===== src/rtl/mem_arbiter.sv =====
// mem_arbiter: shares one memory port between an instruction-cache line-fill requester and a
// data-cache fill/write-back requester. One transaction at a time, round-robin on ties, and a
// one-cycle recovery gap after every completion so the requester can drop its request.
module mem_arbiter #(
  parameter int unsigned LINE_WIDTH = 256
) (
  input  logic                  clk,
  input  logic                  rst,

  // Instruction cache side
  input  logic                  i_read,
  input  logic [31:0]           i_address,
  output logic [LINE_WIDTH-1:0] i_rdata,
  output logic                  i_resp,

  // Data cache side
  input  logic                  d_read,
  input  logic                  d_write,
  input  logic [31:0]           d_address,
  input  logic [LINE_WIDTH-1:0] d_wdata,
  output logic [LINE_WIDTH-1:0] d_rdata,
  output logic                  d_resp,

  // Shared memory port
  output logic                  mem_read,
  output logic                  mem_write,
  output logic [31:0]           mem_address,
  output logic [LINE_WIDTH-1:0] mem_wdata,
  input  logic [LINE_WIDTH-1:0] mem_rdata,
  input  logic                  mem_resp
);

  typedef enum logic [1:0] {
    StIdle,
    StServeI,
    StServeD,
    StRecover
  } state_e;

  // Which side received the most recent grant; the other side wins the next tie.
  typedef enum logic {
    GrantI,
    GrantD
  } grant_e;

  state_e                  state_q, state_d;
  grant_e                  last_grant_q, last_grant_d;
  logic [31:0]             addr_q, addr_d;
  logic                    op_write_q, op_write_d;
  logic [LINE_WIDTH-1:0]   wdata_q, wdata_d;

  logic i_pend;
  logic d_pend;
  logic serving;

  assign i_pend  = i_read;
  assign d_pend  = d_read | d_write;
  assign serving = (state_q == StServeI) || (state_q == StServeD);

  // State and latched-transaction registers; synchronous active-high reset.
  always_ff @(posedge clk) begin
    if (rst) begin
      state_q      <= StIdle;
      last_grant_q <= GrantI;
      addr_q       <= '0;
      op_write_q   <= 1'b0;
      wdata_q      <= '0;
    end else begin
      state_q      <= state_d;
      last_grant_q <= last_grant_d;
      addr_q       <= addr_d;
      op_write_q   <= op_write_d;
      wdata_q      <= wdata_d;
    end
  end

  // Next-state logic: arbitrate in idle, wait for mem_resp while serving, then one recovery cycle.
  always_comb begin
    state_d      = state_q;
    last_grant_d = last_grant_q;
    addr_d       = addr_q;
    op_write_d   = op_write_q;
    wdata_d      = wdata_q;

    case (state_q)
      StIdle: begin
        // D wins when it is alone, or on a tie when I was granted last.
        if (d_pend && (!i_pend || (last_grant_q == GrantI))) begin
          state_d      = StServeD;
          last_grant_d = GrantD;
          addr_d       = d_address;
          // A simultaneous read and write is treated as a write-back.
          op_write_d   = d_write;
          wdata_d      = d_wdata;
        end else if (i_pend) begin
          state_d      = StServeI;
          last_grant_d = GrantI;
          addr_d       = i_address;
          op_write_d   = 1'b0;
          wdata_d      = d_wdata;
        end
      end
      StServeI, StServeD: begin
        // Completion is only tracked here; dropped requests do not abort a transaction.
        if (mem_resp) begin
          state_d = StRecover;
        end
      end
      StRecover: begin
        state_d = StIdle;
      end
      default: begin
        state_d = StIdle;
      end
    endcase
  end

  // Memory-port drive comes purely from registers, so requester inputs never reach it directly.
  always_comb begin
    mem_read    = serving && !op_write_q;
    mem_write   = serving && op_write_q;
    mem_address = addr_q;
    mem_wdata   = wdata_q;
  end

  // Completion pulses and returned lines; mem_resp outside a serving state is ignored.
  always_comb begin
    i_resp  = (state_q == StServeI) && mem_resp;
    d_resp  = (state_q == StServeD) && mem_resp;
    i_rdata = i_resp ? mem_rdata : '0;
    d_rdata = d_resp ? mem_rdata : '0;
  end

endmodule


===== config.mk =====
export PLATFORM = sky130hd
export DESIGN_NAME = mem_arbiter
export DESIGN_NICKNAME = d
export VERILOG_FILES = /design/src/rtl/mem_arbiter.sv
export SDC_FILE = /design/constraint.sdc
export NUM_CORES = 1
export LEC_CHECK = 0
export ABC_AREA = 1
export BUFFER_PORTS_ARGS = -buffer_cell sky130_fd_sc_hd__buf_2
export CORE_AREA = 5 5 537 539
export DETAILED_ROUTE_END_ITERATION = 8
export DIE_AREA = 0 0 542 544
export GPL_TIMING_DRIVEN = 1
export SLEW_MARGIN = 40
export SYNTH_ARGS = -nofsm -noshare
export SYNTH_HDL_FRONTEND = slang
export SYNTH_SLANG_ARGS = --single-unit

===== constraint.sdc =====
create_clock -name clk -period 1.7 [get_ports clk]
set_clock_uncertainty 0.1 [all_clocks]
set_input_delay 0 -clock clk [delete_from_list [all_inputs] [get_ports clk]]
set_output_delay 0 -clock clk [all_outputs]
set_load 0.02 [all_outputs]

==> flow_summary.json <==
{
  "syn_area_um2": 13940,
  "setup.reg_to_reg.worst_slack_ns": -0.31,
  "clock.fmax_mhz": 428.1,
  "detailroute.via_count": 23510,
  "yosysUniqueCellTypes": 18,
  "worst-setup-path-type": "reg2out",
  "gp_congestion": 0.9725,
  "insertion_delay_of_the_later_clocked_pin_in_the_worst_skew_pair_ns": 0.63,
  "period_share_pct": 137.4,
  "critical_path_rt_ns": 1.60,
  "num_io_pins": 1386,
  "grtUsageTotal_pct": 15.69,
  "via_count_of_the_first_global_routing_pass": 22600,
  "path_length_in_cells_of_the_critical_path": 9,
  "grt_pass1_wl_mm": 288.2,
  "synth_largest_type_area_fraction_pct": 41.92,
  "dpl.cell_count": 7466,
  "grt_setup_unrepaired": "yes",
  "clk_pin_slew_ns": 0.06,
  "vdd_ir_drop_max_uv": 1058,
  "final_critical_delay_including_setup_and_external_delays_ns": 2.336,
  "dpl-instance-area_um2": 27590,
  "drt-wirelength-per-cell_um": 30.79,
  "r2r_path_end": "mem_wdata[76]",
  "worstPathCellList": "inv_2, buf_6, ha_4, nand2_8, buf_16, clkbuf_16, clkbuf_16, nor2_1, buf_2",
  "synth-seq-cells": 292,
  "maxCapViolations": 0,
  "hold_path.class": "in2reg",
  "detailed_place_hpwl_mm": 221.9,
  "chipWidth_um": 542,
  "drt_first_pass_iters": 5,
  "ys_top_cells_by_area": "sky130_fd_sc_hd__dfxtp_1 42%, sky130_fd_sc_hd__nor2_1 30%, sky130_fd_sc_hd__inv_1 8.9%",
  "drc": 0,
  "grt_antenna_before_repair": 241,
  "placement.io_buffers": 1385,
  "crit_buf_inv": 6,
  "worst_path_most_repeated_cell": "sky130_fd_sc_hd__clkbuf_16",
  "cts.path.max_buffers": 3,
  "layout.cells.most_common_list": "1,102 x sky130_fd_sc_hd__buf_2, 902 x sky130_fd_sc_hd__nor2_1, 352 x sky130_fd_sc_hd__dlygate4sd3_1, 328 x sky130_fd_sc_hd__inv_1, 290 x sky130_fd_sc_hd__dfxtp_1",
  "cts_made_buffers": 43,
  "source_of_the_worst_register_to_register_timing_path": "state_q[0]",
  "mostFrequentLayoutCell": "sky130_fd_sc_hd__buf_2",
  "h-tree-depth": 2,
  "drv_slew": 0,
  "synth-seq-area-share_pct": 41.92,
  "setup-violations-final": 807,
  "ctsRootBufferMaster": "sky130_fd_sc_hd__clkbuf_16",
  "vias_per_cell": 2.943,
  "worst_setup_path_start_kind": "flop",
  "hold_violations": 0,
  "drt_iter0_drc": 1556,
  "largest_stage_delay_on_the_critical_path_ns": 0.32,
  "postSynthNetCount": 2910,
  "violations": "setup timing",
  "timing.critical_path.fanout_max": 8,
  "finish.instance_area_um2": 36580,
  "core.rowCount": 196,
  "timing.critical_path.from": "state_q[0]",
  "grt_start_max_net_pins": 61,
  "die_y_um": 544,
  "run_status": "finished, violations left",
  "endpoint_class_of_the_critical_path": "output pin",
  "slew-limit-headroom_pct": 46.40,
  "globalRoute.totalOverflow": 0,
  "p_leak_nw": 17.88,
  "cell_type_group_with_the_largest_total_delay_on_the_critical_path": "buffers and inverters",
  "critPathCapture": "d_rdata[38]",
  "initial_core_util_pct": 4.918,
  "detail_route.wirelength_mm": 245.9,
  "layout_setup_ws_ns": -0.6362,
  "synthesized_area_per_cell_um2": 6.000,
  "power_density_over_cell_area_nw_per_um2": 1382,
  "ant_nets": 0,
  "yosys.area.top_type": "sky130_fd_sc_hd__dfxtp_1",
  "hp-start": "d_wdata[158]",
  "syn_to_final_growth_pct": 162.3,
  "timing_worst_slew_pin_value_ns": 0.8009,
  "die_area_um2": 294800,
  "cts_num_sinks": 292,
  "final_cell_count_no_fill": 7989,
  "setup_tns_ns": -305.32,
  "layout-drive-gt1-share_pct": 45.42,
  "syn-instance-count": 2324,
  "nets": 4736,
  "totalPowerFinal_mw": 50.56,
  "arrival_ns": 2.24,
  "tritoncts": "built",
  "worst_r2r_path_depth": 10,
  "critical-path-slowest-cell": "sky130_fd_sc_hd__dfxtp_2",
  "synthesis.yosys.warnings": 0,
  "placeableCoreArea_um2": 283500
}
[power by group]
part           total [mW]  internal (mW)  switching [mW]
clock                9.67           5.75            3.92
sequential           11.0           9.50            1.47
combinational        29.9           9.75            20.2
total                50.6           25.0            25.6
[cell type report]
class | count | area [um^2]
clock inverters | 21 | 297.8
repair buffers | 1940 | 15510
diodes | 44 | 110.1
flip-flops and latches | 292 | 5848
multi-input cells | 1542 | 7634
well taps | 3762 | 4707
clock buffers | 57 | 1219
inverters | 331 | 1250
fillers | 32740 | 246900
[cell usage after synthesis]
library cell and count:
sky130_fd_sc_hd__nand4_1 1, sky130_fd_sc_hd__a21oi_1 3, sky130_fd_sc_hd__ha_1 4, sky130_fd_sc_hd__nand2_2 1, sky130_fd_sc_hd__o21ai_0 207, sky130_fd_sc_hd__o21ai_1 50
sky130_fd_sc_hd__or2_2 2, sky130_fd_sc_hd__buf_2 46, sky130_fd_sc_hd__dfxtp_1 292, sky130_fd_sc_hd__inv_1 331, sky130_fd_sc_hd__buf_4 6, sky130_fd_sc_hd__nor2_1 1126
sky130_fd_sc_hd__nor2_2 1, sky130_fd_sc_hd__buf_6 2, sky130_fd_sc_hd__buf_1 3, sky130_fd_sc_hd__nand3_1 2, sky130_fd_sc_hd__clkbuf_1 102, sky130_fd_sc_hd__nand2_1 145
[tightest hold or removal path, delay by kind of cell]
family | cells | cell delay (ns)
AND/OR/NAND/NOR | 1 | 0.08
buffers and inverters | 2 | 0.62
AO/OA/AOI/OAI | 1 | 0.07
[repair_timing]
action | 4_1_cts | 5_1_grt
setup buffers | 13 | 11
endpoints found under the setup margin | 745 | 807
gates resized for setup | 435 | 445
endpoints found under the hold margin | 292 | 2
gates cloned | 14 | 17
hold buffers | 351 | 1
pin swaps | 4 | 7
[metal layers]
layer  up-vias  wire, um  global-route usage, %
met4        34      8920                  4.074
li1      10570         -                      -
met2      1638    102300                  23.71
met3       464     33080                  8.246
met5         -       228                      0
met1     10810    101500                  19.45
[how the worst min path moves through the flow]
stage	end	slack, ns	cells past startpoint
finish	mem_wdata[158]	0.07	4
global route	mem_wdata[159]	0.04	4
CTS	state_q[0]	-0.13	5
detailed placement	mem_wdata[54]	0.16	3
global placement	mem_wdata[200]	0.15	3
floorplan	last_grant_q	-0.03	1
[metrics by stage]
stage               hold WS [ns]  worst slack (ns)  utilization, %
floorplan               -0.03093            0.1641               -
CTS                      -0.1289           -0.7347           12.20
finish                   0.07028           -0.6362           12.90
global route             0.03656           -0.7457           12.88
global placement          0.1489           -0.1449           9.732
detailed placement        0.1570           -0.1574           9.732
[flip-flops by register name, indices dropped and copies added, names as in the netlist]
| signal | flops |
|---|---|
| last_grant_q | 1 |
| mem_address | 32 |
| mem_wdata | 256 |
| op_write_q | 1 |
| state_q | 2 |
[logic make-up after synthesis]
| group | after synthesis | share of synthesized area (%) |
|---|---|---|
| buffers and inverters | 490 | 13.87 |
| AO/OA/AOI/OAI | 260 | 9.332 |
| AND/OR/NAND/NOR | 1278 | 34.51 |
| adder cells (fa/ha/maj) | 4 | 0.3590 |
| flip-flops | 292 | 41.92 |
(Power assumes the default switching activity.)
